==> config.mk <==
export PLATFORM = sky130hd
export DESIGN_NAME = inst_loader
export DESIGN_NICKNAME = d
export VERILOG_FILES = /design/src/rtl/inst_loader.sv
export SDC_FILE = /design/constraint.sdc
export NUM_CORES = 1
export LEC_CHECK = 0
export ABC_AREA = 1
export CORE_MARGIN = 4
export CORE_UTILIZATION = 35
export CTS_CLUSTER_SIZE = 16
export DETAILED_ROUTE_END_ITERATION = 12
export HOLD_SLACK_MARGIN = 0.06
export PLACE_DENSITY = 0.54
export SLEW_MARGIN = 10
export SYNTH_ARGS = -nofsm -noshare
export SYNTH_HDL_FRONTEND = slang
export SYNTH_SLANG_ARGS = --single-unit
==> constraint.sdc <==
create_clock -name clk -period 2.8 [get_ports clk]
set_input_delay 0.56 -clock clk [delete_from_list [all_inputs] [get_ports clk]]
set_output_delay 0.56 -clock clk [all_outputs]
set_load 0.005 [all_outputs]
==> src/rtl/inst_loader.sv <==
// inst_loader: boot-time loader that turns a counted little-endian byte stream into
// instruction-memory writes and holds the core in reset until a full image is resident.
module inst_loader #(
    parameter int INST_WIDTH = 32,
    parameter int INST_MEMORY_ADDRESS_WIDTH = 10
) (
    input  logic                                 clk,
    input  logic                                 rst,
    input  logic                                 start,
    input  logic [7:0]                           rx_data,
    input  logic                                 rx_valid,
    output logic                                 rx_ready,
    output logic                                 mem_w_en,
    output logic [INST_MEMORY_ADDRESS_WIDTH-1:0] mem_w_addr,
    output logic [INST_WIDTH-1:0]                mem_w_data,
    output logic                                 core_rst,
    output logic                                 busy,
    output logic                                 done,
    output logic                                 error
);
    localparam int AW = INST_MEMORY_ADDRESS_WIDTH;

    typedef enum logic [2:0] {IDLE, HDR0, HDR1, DATA, WRITE, DONE, ERROR} state_t;

    state_t        state, next_state;
    logic [7:0]    cnt_lo;
    logic [AW:0]   count, word_cnt;
    logic [1:0]    byte_idx;
    logic [23:0]   word_buf;
    logic [15:0]   hdr_count;
    logic          xfer, hdr_bad, last_word, start_ok;
    logic          rx_ready_d, busy_d, core_rst_d, mem_w_en_d, done_d, error_d;

    assign xfer      = rx_valid && rx_ready;
    assign hdr_count = {rx_data, cnt_lo};
    assign hdr_bad   = hdr_count == 16'd0 || hdr_count > 16'(1 << AW);
    assign last_word = word_cnt + 1'b1 == count;
    assign start_ok  = start && (state == IDLE || state == DONE || state == ERROR);

    always_comb begin
        next_state = state;
        case (state)
            IDLE, DONE, ERROR: if (start) next_state = HDR0;
            HDR0:              if (xfer) next_state = HDR1;
            HDR1:              if (xfer) next_state = hdr_bad ? ERROR : DATA;
            DATA:              if (xfer && byte_idx == 2'd3) next_state = WRITE;
            WRITE:             next_state = last_word ? DONE : DATA;
            default:           next_state = IDLE;
        endcase
    end

    // Status outputs are registered from next_state so they track the state register exactly.
    always_comb begin
        rx_ready_d = next_state == HDR0 || next_state == HDR1 || next_state == DATA;
        busy_d     = rx_ready_d || next_state == WRITE;
        mem_w_en_d = next_state == WRITE;
        done_d     = next_state == DONE;
        error_d    = next_state == ERROR;
        core_rst_d = next_state != DONE;
    end

    always_ff @(posedge clk) begin
        if (rst) begin
            state      <= IDLE;
            rx_ready   <= 1'b0;
            busy       <= 1'b0;
            mem_w_en   <= 1'b0;
            done       <= 1'b0;
            error      <= 1'b0;
            core_rst   <= 1'b1;
            mem_w_addr <= '0;
            mem_w_data <= '0;
            cnt_lo     <= '0;
            count      <= '0;
            word_cnt   <= '0;
            byte_idx   <= '0;
            word_buf   <= '0;
        end else begin
            state    <= next_state;
            rx_ready <= rx_ready_d;
            busy     <= busy_d;
            mem_w_en <= mem_w_en_d;
            done     <= done_d;
            error    <= error_d;
            core_rst <= core_rst_d;
            if (start_ok) begin
                word_cnt   <= '0;
                mem_w_addr <= '0;
                byte_idx   <= '0;
            end
            if (state == HDR0 && xfer)
                cnt_lo <= rx_data;
            if (state == HDR1 && xfer) begin
                count    <= hdr_count[AW:0];
                byte_idx <= '0;
            end
            // First byte ends up in the low lane after three shifts.
            if (state == DATA && xfer) begin
                word_buf <= {rx_data, word_buf[23:8]};
                byte_idx <= byte_idx + 1'b1;
                if (byte_idx == 2'd3) begin
                    mem_w_data <= {rx_data, word_buf};
                    mem_w_addr <= word_cnt[AW-1:0];
                end
            end
            if (state == WRITE) begin
                word_cnt <= word_cnt + 1'b1;
                byte_idx <= '0;
            end
        end
    end
endmodule

* After elaboration in Yosys (flattened, before gate mapping)
Cells that the tools add are included.
W data, S select, Z words.
** Operators by class
- Reductions and logical operators :: 19
- $add $sub $neg :: 2
- Muxes and demuxes :: 15
- Equality and inequality tests :: 15
- Magnitude comparators :: 1
** Operator list (count)
- $mux W10 :: 3
- $mux W11 :: 2
- $eq A3 B3 Y1 const B :: 6
- $mux W3 :: 6
- $gt A16 B11 Y1 const B :: 1
- $logic_not A16 Y1 :: 1
- $pmux W3 S5 :: 1
- $eq A3 B2 Y1 const B :: 4
- $add A11 B1 Y11 const B :: 1
- $eq A11 B11 Y1 :: 1
- $eq A3 B1 Y1 const B :: 2
- $logic_and A1 B1 Y1 :: 6
- $logic_or A1 B1 Y1 :: 6
- $mux W2 :: 3
- $logic_not A3 Y1 :: 1
- $ne A3 B3 Y1 const B :: 1
- $reduce_bool A3 Y1 :: 1
- $reduce_or A3 Y1 :: 1
- $add A2 B1 Y2 const B :: 1
- $eq A2 B2 Y1 const B :: 1
- $reduce_and A2 Y1 :: 1
- $reduce_bool A2 Y1 :: 1
- $reduce_or A2 Y1 :: 1
** Storage, ports and cells
- Output and inout port bits :: 48
- Logic and storage cells :: 66
- Register bits :: 107

* Logic depth before layout (Yosys ltp)
- Depth after elaboration :: 9
- Depth in mapped cells :: 15
- Mapped depth without buffers :: 15

* Worst setup path after synthesis
Ideal clock, no wire load.
- Path type :: reg2reg
- Start point :: reg word_cnt[0]
- End point :: reg busy
- Data arrival time :: 1.639 ns
- Library setup time :: 0.114 ns
- Required time :: 2.686 ns
- Stages on the path, launching flop included :: 15
- Path buffers :: 0
- Setup slack :: 1.048 ns
- Cell sequence :: dfxtp_1 ha_1 nand2_1 nor2_4 nand2_1 nand3_1 nand3_1 nor2_1 nand2_1 nor2_1 nand2_1 nand2_1 nand3_1 nand2_1 nand2_1
** On the way
- Cells in the longest elaborated chain, start to end :: 8
- Elaborated cells between the ends (all ways) :: 11
** Ends and longest elaborated chain
- from (decl) :: RTL line 27 : logic [AW:0] count, word_cnt;
- from (signal assigned) :: RTL line 107 : word_cnt <= word_cnt + 1'b1;
- $add A11 B1 Y11 * :: RTL line 37 : assign last_word = word_cnt + 1'b1 == count;
- $eq A11 B11 Y1 * :: RTL line 37
- $mux W3 * :: RTL line 47 : WRITE: next_state = last_word ? DONE : DATA;
- $pmux W3 S5 * :: RTL line 42 : case (state)
- $eq A3 B1 Y1 or $eq A3 B2 Y1 (tied branches) :: RTL line 54 : rx_ready_d = next_state == HDR0 || next_state == HDR1 || next_state == DATA;
- $logic_or A1 B1 Y1 (2 in series) :: RTL line 54
- $logic_or A1 B1 Y1 * :: RTL line 55 : busy_d = rx_ready_d || next_state == WRITE;
- to (signal assigned) :: RTL line 81 : busy <= busy_d;
- to (decl) :: RTL line 17 : output logic busy,
Mark *: on every way between the ends. The rest lies on a longest branch, timed or not.
A chain may end at the register's enable or synchronous reset.

* Worst setup path after layout
- Start point :: reg word_cnt[1]
- End point :: reg busy
Same word-level chain as after synthesis.

==> impl_metrics.ini <==
[detailed_routing]
routed-via-count = 3803
wl_per_cell_um = 13.6
vias_per_cell = 4.77
detailedRoute.firstIterationViolations = 216
antenna_left = 0
drt_pre_antenna_iters = 4
routed_wl_um = 10800
drc_errors = 0

[layout]
mostFrequentLayoutCell = dfxtp_1
design.final.nets = 639
fin_area_mm2 = 0.00539
final.fill_count = 1210
layout-drive-gt1-share_pct = 5.71
most-common-layout-cells = dfxtp_1, a21oi_1, o21ai_0, nand2_1, inv_1
post_layout_nonfiller_instances = 798
num_antenna_cells = 0
area_delta_synth_final_pct = 24.5

[place]
detailed_place.area_mm2 = 0.00509
buffer_ports.inserted = 59
dp_hpwl_um = 7360
post-place-ws_ps = 380
dp.cells = 782
place_congestion = 0.864

[synth]
synth.yosys.warnings = 0
netlist_area_mm2 = 0.00433
ys_ff_latch = 107
synth_nets = 591
yosysSeqAreaShare_pct = 49.5
synth.avg_cell_area_um2 = 7.50
post_synth_inst_count = 577
synth.distinct_cells = 26

[clock_tree]
cts_tree = done
postCtsHoldBufs = 0
numCtsBuffers = 9
numClockSinks = 107
cts.repair.resized = 0
clock_tree.buffer_depth = 2
insertion_delay_ps = 360
clock_tree.htree_level_count = 3
clk_transition_reported_paths_ps = 70
cts-root-buf = clkbuf_16
post_cts_buffers = 0

[timing]
tns_ps = 0
min_period_over_period_pct = 75.7
slew-limit-headroom_pct = 56.4
rsz0062_at_grt = no
fmaxAchievable_ghz = 0.472
fin_worst_skew_ps = 6.73
hold_viol_final = 0
final.setup.worst_slack_ps = 682
tightest_slew_ps = 653
finalWorstPathRequiredPeriod_ps = 2120
setup_viol = 0
timing_max_transition_violations_final = 0

[floorplan]
die-height_um = 119
chipWidth_um = 119
initial_utilization_pct = 35.9
die_area_mm2 = 0.0142
rows = 40
num_io_pins = 60
core_area_mm2 = 0.0121

[grt]
largest_net_degree_at_the_start_of_global_routing = 80
globalRoute.totalOverflow = 0
grt_pass1_vias = 3700
number_of_antenna_violations_at_the_first_check_in_global_routing = 0
grt_util_all_layers_pct = 15.9
grt_first_pass_wirelength_um = 18200

[worst_setup_path]
ff2ff_path_depth = 14
setup_cp_type = reg2reg
worstPathRequired_ps = 3060
worst_setup_path_startpoint = word_cnt[1]
cp-start-kind = flip-flop
critPathCaptureType = flip-flop
critical_path.max_fanout = 5
critical_path_arrival_ps = 2370
reg2reg_from = word_cnt[1]
setup.reg_to_reg.worst_slack_ps = 680
rr_endpoint = busy
worstSetupEndpoint = busy

[flow_run]
max_cap_violations = 0

[power_and_ir_drop]
total_power_consumption_mw = 3.04
ir_drop_worst_case_vdd_mv = 0.255
cellPowerDensity_mw_per_mm2 = 564
power.leakage_nw = 2.04

[run_status]
run_status = finished, final reports clean

[hold_path]
hp-class = reg2reg
[final cells by class]
class / instances / area, um2 / area share, %
multi-input combinational: 363 / 1790 / 33.2
inverter: 77 / 289 / 5.37
tap: 168 / 210 / 3.90
clock inverter: 6 / 62.6 / 1.16
clock buffer: 10 / 229 / 4.25
timing repair buffer: 67 / 663 / 12.3
sequential: 107 / 2140 / 39.8
[flip-flops by register name, summed over array words and instances, names as in the netlist, 2 cells and up]
signal,count
word_cnt,11
count,11
state,3
mem_w_addr,10
cnt_lo,8
mem_w_data,32
word_buf,24
byte_idx,2
[worst max-delay path: stages, from the launching register on]
cell     delay, ps
dfxtp_1        450
ha_1           250
nand2_1        150
nor2_4         150
nand2_1         80
nand3_1         70
nand3_1         70
nor2_1         110
nand2_1         70
nor2_1         150
nand2_1         70
nand2_1        140
nand3_1        100
nand2_1        100
nand2_1         50
[power breakdown]
part | internal (mW) | total [mW] | switching [mW]
logic | 0.0684 | 0.186 | 0.118
registers | 1.54 | 1.56 | 0.0140
clock network | 0.697 | 1.29 | 0.596
[logic make-up (layout without fill, tap and decap cells)]
logic type / count (synthesis) / after routing / share of synthesized area, %
xor gates and xnor gates: 1 / 1 / 0.202
buffers and inverters: 107 / 160 / 9.37
and+or+nand+nor: 174 / 174 / 18.0
DFF: 107 / 107 / 49.5
adders and majority gates: 2 / 2 / 0.578
AOI/OAI and AO/OA: 186 / 186 / 22.3
[worst min-delay path by stage]
stage | startpoint | end | slack [ps] | cells after the start
6_report | word_buf[16] | word_buf[8] | 470 | 2
5_1_grt | word_buf[17] | mem_w_data[17] | 500 | 2
4_1_cts | word_buf[16] | word_buf[8] | 470 | 2
3_5_place_dp | word_buf[16] | mem_w_data[16] | 460 | 2
3_3_place_gp | byte_idx[0] | byte_idx[0] | 450 | 1
2_1_floorplan | byte_idx[0] | byte_idx[0] | 440 | 1
[metrics by stage]
step / hold slack [ps] / util [%]
floorplan: 439 / -
global placement: 449 / 42.2
detailed placement: 463 / 42.2
CTS: 474 / 44.7
global route: 498 / 44.7
finish: 470 / 44.7
[synth_stat cells]
cell / n / area [um2]
dfxtp_1: 107 / 2140
buf_2: 3 / 15.0
o21bai_1: 1 / 7.51
nand3_1: 39 / 195
clkbuf_1: 24 / 90.1
o211ai_1: 2 / 15.0
nor2_2: 2 / 12.5
inv_2: 3 / 11.3
nand2_1: 76 / 285
inv_1: 73 / 274
nor2_4: 3 / 33.8
nor3_1: 3 / 15.0
ha_1: 2 / 25.0
nor2_1: 38 / 143
nand3_2: 1 / 10.0
xnor2_1: 1 / 8.76
buf_1: 3 / 11.3
o21ai_0: 80 / 400
nand4_1: 6 / 37.5
nand3b_1: 4 / 30.0
nand4_2: 1 / 12.5
nand2_2: 1 / 6.26
o21ai_1: 1 / 5.00
clkinv_1: 1 / 3.75
a21oi_1: 91 / 455
a211oi_1: 11 / 82.6
[per-layer routing]
layer	share of wire, %	GRT usage (%)
met1	48	20.2
met2	46	25.6
met3	4.1	3.99
met4	1.9	6.66
met5	0	0
Power figures use the tool's default switching activity.
==> patch 1 (same settings) <==
Encoding of `state_t`: now one-hot (7 bits for 7 states).
--- a/src/rtl/inst_loader.sv
+++ b/src/rtl/inst_loader.sv
@@ -22,3 +22,3 @@
 
-    typedef enum logic [2:0] {IDLE, HDR0, HDR1, DATA, WRITE, DONE, ERROR} state_t;
+    typedef enum logic [6:0] {IDLE = 7'b0000001, HDR0 = 7'b0000010, HDR1 = 7'b0000100, DATA = 7'b0001000, WRITE = 7'b0010000, DONE = 7'b0100000, ERROR = 7'b1000000} state_t;
 
Formal check against the unedited RTL: same outputs for any inputs over 10 cycles, from zero or initial values and one cycle with rst high; not proved beyond that.
==> patch 1 against the unedited design <==
  * Die area rose by 3.8%
  * Sequential cell count rose by 4
  * Area after synthesis rose by 4.1%
  * Core utilization fell by 0.64 points
  * Sequential share of layout area rose by 0.23 points
  * Synthesized cell count rose by 4.2%
  * Total power fell by 0.65%
  * Cell area rose by 3.1%
  * Routed wire length rose by 3.3%
  * First-iteration DRC count rose by 22%
  * Worst setup slack got worse by 0.0045 ns
==> patch 1: results (changes against the unedited design) <==
vias in the first global route: 3757 (+1.5%)
first-pass GRT wire length: 19000 um (+4.6%)
HPWL after DPL: 7810 um (+6.2%)
Largest regs: mem_w_data (32), word_buf (24)
Worst-path clk slew: 0.07 ns (about the same)
Final Skew: 0.00776 ns (+0.00103 ns)
maximum fanout along the worst path: 14 (+9)
status: finished, final reports clean
post-CTS sizing: 0 (unchanged)
Post-Place Cell Area: 5250 um2 (+3.1%)
WL final: 11200 um (+3.3%)
sequential cell area fraction in the yosys report: 0.493 (-0.00161)
Post-CTS Setup Repair Bufs: 0 (unchanged)
Worst slew margin: 0.466 (-0.0983)
gpl congestion: 0.784 (-9.3%)
Total GRT Usage: 0.161 (+0.00206)
Distinct cells, synth: 32 (+23%)
dominant cells by area after synthesis: dfxtp_1, nand2_1, a21oi_1
H-tree lvl count: 3 (unchanged)
compound-cell area share of the yosys netlist: 0.181 (-0.0426)
length in cells of the worst reg-to-reg path: 10 (-4)
vias post-DR: 3998 (+5.1%)
layout cells sized above 1: 0.0683 (+0.0111)
Static Leak: 2.00 nW (-2.0%)
Hold/Removal Path Class: flop to flop
Data arrival, critical path: 2.32 ns (-0.05 ns)
Post-Synth XOR/XNOR Area: 0.00389 (+0.00187)
Detailed Route Iter0 Violations: 264 (+22%)
Commonest cells post-synth: nand2_1, dfxtp_1, a21oi_1
CP endpoint kind: flop
number of buffers added on ports: 59 (unchanged)
Peak VDD IR: 0.000296 V (+16%)
nets: 668 (+4.5%)
mux cell area share after synthesis: 0 (unchanged)
syn nets: 615 (+4.1%)
Syn Area/Cell: 7.49 um2 (about the same)
Vias/cell: 4.81 (+0.95%)
initial antenna violation count: 0 (unchanged)
First-pass DRT Iterations: 5 (+1)
adder-cell area share of the yosys netlist: 0.00556 (-0.000226)
Hold Path Stages: 1 (-1)
clk_lat worst skew: 0.35 ns
fillers: 1323 (+9.3%)
largest net degree at the start of global routing: 76 (-5.0%)
placed cells: 815 (+4.2%)
P per Cell Area: 543 nW/um2 (-3.7%)
-- patch 1: cell types whose count changed after synthesis, sizes merged, moves of 6 or more --
cell and change:
nand2 +73, inv -18, o21ai -46, buf +6, nand3 +11, clkbuf -8
-- patch 1: layout make-up --
class | instances | area share
Tap cell | 172 | 0.0387
Clock inverter | 7 | 0.0142
Timing Repair Buffer | 70 | 0.120
Sequential cell | 111 | 0.400
Clock buffer | 9 | 0.0405
Multi-Input combinational cell | 404 | 0.347
Inverter | 58 | 0.0392
-- patch 1: kinds of logic after synthesis --
group | after synthesis
AND/OR/NAND/NOR | 249
AO/OA/AOI/OAI | 151
flip-flops | 111
adder cells (fa/ha/maj) | 2
XOR/XNOR | 2
buffers and inverters | 86
-- patch 1: worst paths after layout --
check	startpoint	end	slack [ns]
max	state[5]$_SDFF_PP0_	word_cnt[6]$_SDFFE_PP0P_	0.68
min	byte_idx[0]$_SDFFE_PP0P_	byte_idx[0]$_SDFFE_PP0P_	0.46
max reg2reg	state[5]$_SDFF_PP0_	word_cnt[6]$_SDFFE_PP0P_	0.68
min reg2reg	byte_idx[0]$_SDFFE_PP0P_	byte_idx[0]$_SDFFE_PP0P_	0.46
-- patch 1: metal layers --
metal / track usage / vias to the layer above / wire length [um]
li1: - / 2085 / -
met1: 0.235 / 1801 / 5670
met2: 0.232 / 99 / 4760
met3: 0.0340 / 13 / 604
met4: 0.0595 / 0 / 164
met5: 0 / - / 0
-- patch 1: power by group --
part | internal (W) | switching [W]
sequential | 0.00158 | 0.00000441
clock | 0.000705 | 0.000607
combinational | 0.0000368 | 0.0000804
-- patch 1: metrics by stage --
| stage | setup slack [ns] | power, W | hold slack [ns] |
|---|---|---|---|
| 4_1_cts | 0.698 | 0.00306 | 0.465 |
| 2_1_floorplan | 1.14 | 0.00169 | 0.432 |
| 3_5_place_dp | 0.425 | 0.00174 | 0.454 |
| 6_report | 0.677 | 0.00302 | 0.462 |
| 3_3_place_gp | 0.476 | 0.00174 | 0.445 |
| 5_1_grt | 0.441 | 0.00314 | 0.489 |
-- patch 1: worst max-delay path: stages, from the launching register on --
cell,delay [ns]
dfxtp_1,0.33
nor2_1,0.14
nand2_1,0.12
nor2_1,0.13
nand3_1,0.10
o21ai_2,0.12
nand2_1,0.48
nand2_1,0.26
inv_2,0.14
nand2_1,0.09
a21oi_1,0.07
==> patch 2 (same flow settings) <==
Made on the original files. Set the parameter `INST_MEMORY_ADDRESS_WIDTH` to 11 (it was 10).
--- a/src/rtl/inst_loader.sv
+++ b/src/rtl/inst_loader.sv
@@ -4,3 +4,3 @@
     parameter int INST_WIDTH = 32,
-    parameter int INST_MEMORY_ADDRESS_WIDTH = 10
+    parameter int INST_MEMORY_ADDRESS_WIDTH = 11
 ) (
Interface: changed (resized mem_w_addr); port bits go from 60 to 61. The function was not compared with the original's and may differ.
==> patch 2 against the unedited design <==
  * Cell area is 3.6% higher
  * Routed wire length up 2.2%
  * Worst setup slack improved by 0.020 ns
  * Count of clock-buffer cells in the layout unchanged
  * Synthesized cell count is 3.8% higher
  * Total power down 3.0%
  * Sequential share of layout area decreased by 0.29 points
  * Die area grew 4.0%
  * Sequential cell count is 3 higher
  * Global-route usage fell by 0.055 points
  * Area after synthesis grew 4.3%
==> patch 2: results (changes against the unedited design) <==
met2 Use GR: 0.251 (-0.00462)
layout cells sized above 1: 0.0780 (+0.0208)
met2 WL: 4940 um (-0.68%)
Worst slew margin: 0.687 (+0.122)
wire per inst: 13.4 um (-1.3%)
clock power share: 0.409 (-0.017)
switching part of the total power: 0.237 (-0.00272)
post-placement worst setup slack: 0.462 ns (+0.0816 ns)
R2R setup slack: 0.70 ns (+0.02 ns)
status: finished, final reports clean
placed cells: 811 (+3.7%)
Detailed Route Iter0 Violations: 311 (+44%)
Commonest cells post-synth: dfxtp_1, a21oi_1, nand2_1, o21ai_0, inv_1
largest net degree at the start of global routing: 82 (+2.5%)
syn nets: 613 (+3.7%)
met3 Usage GRT: 0.0395 (-0.000425)
Data arrival, critical path: 2.34 ns (-0.03 ns)
compound-cell area share of the yosys netlist: 0.218 (-0.00555)
first-pass GRT wire length: 18800 um (+3.5%)
minimum clock period after layout: 2.10 ns (-0.0205 ns)
Layout Cells excl Fill: 826 (+3.5%)
Vias/cell: 4.83 (+1.3%)
Peak VDD IR: 0.000271 V (+6.1%)
grt met1 use: 0.215 (+0.0129)
Distinct cells, synth: 27 (+3.8%)
number of buffers added on ports: 60 (+1.7%)
Post-Place Cell Area: 5310 um2 (+4.2%)
gpl congestion: 0.802 (-7.2%)
sequential cell area fraction in the yosys report: 0.488 (-0.00700)
maximum fanout along the worst path: 6 (+1)
nets: 664 (+3.9%)
dominant cells by area after synthesis: dfxtp_1, a21oi_1, o21ai_0
Total GRT Usage: 0.158 (-0.000554)
vias in the first global route: 3893 (+5.2%)
cells after synthesis: 599 (+3.8%)
adder-cell area share of the yosys netlist: 0.00554 (-0.000237)
met3 WL: 498 um (+11%)
Final Skew: 0.00949 ns (+0.00276 ns)
Static Leak: 2.13 nW (+4.3%)
HPWL after DPL: 7620 um (+3.6%)
[patch 2: cell types whose count changed in the layout (fill, tap and decap cells not counted), moves of 3 or more]
cell / before / now
inv_1: 73 / 65
nand2_1: 76 / 83
nand2_2: 1 / 7
buf_4: 7 / 12
nand3_1: 39 / 34
nor2_1: 36 / 41
clkinv_2: 3 / 0
dfxtp_1: 107 / 110
nand4_1: 6 / 9
o21ai_0: 80 / 83
[patch 2: area by class of cell]
| cell class | count | area, um2 |
|---|---|---|
| fillers | 1340 | 7040 |
| flip-flops and latches | 110 | 2200 |
| multi-input cells | 387 | 1920 |
| repair buffers | 73 | 711 |
| inverters | 69 | 259 |
| clock buffers | 10 | 229 |
| well taps | 172 | 215 |
| clock inverters | 5 | 42.5 |
[patch 2: path summary, 6_finish.rpt]
kind,end,cells past startpoint,start
setup / recovery,busy$_SDFF_PP0_,12,word_cnt[1]$_SDFFE_PP0P_
hold / removal,mem_w_addr[10]$_SDFF_PP0_,2,mem_w_addr[10]$_SDFF_PP0_
setup reg to reg,busy$_SDFF_PP0_,12,word_cnt[1]$_SDFFE_PP0P_
hold reg to reg,mem_w_addr[10]$_SDFF_PP0_,2,mem_w_addr[10]$_SDFF_PP0_
[patch 2: worst max-delay path, cell delays in order, from the launching register on]
cell and delay [ns]:
dfxtp_1 0.48, ha_1 0.32, nand3_2 0.16, nor2_4 0.19
nand2_1 0.10, nand3_1 0.09, nand3_1 0.09, nor2_2 0.13
nand3_1 0.10, nand2_2 0.10, nand3_1 0.07, nand2_1 0.10
nand2_1 0.05
[patch 2: cell families after synthesis]
family | Yosys count
buffers and inverters | 102
and+or+nand+nor | 195
adders and majority gates | 2
AOI/OAI and AO/OA | 190
DFF | 110
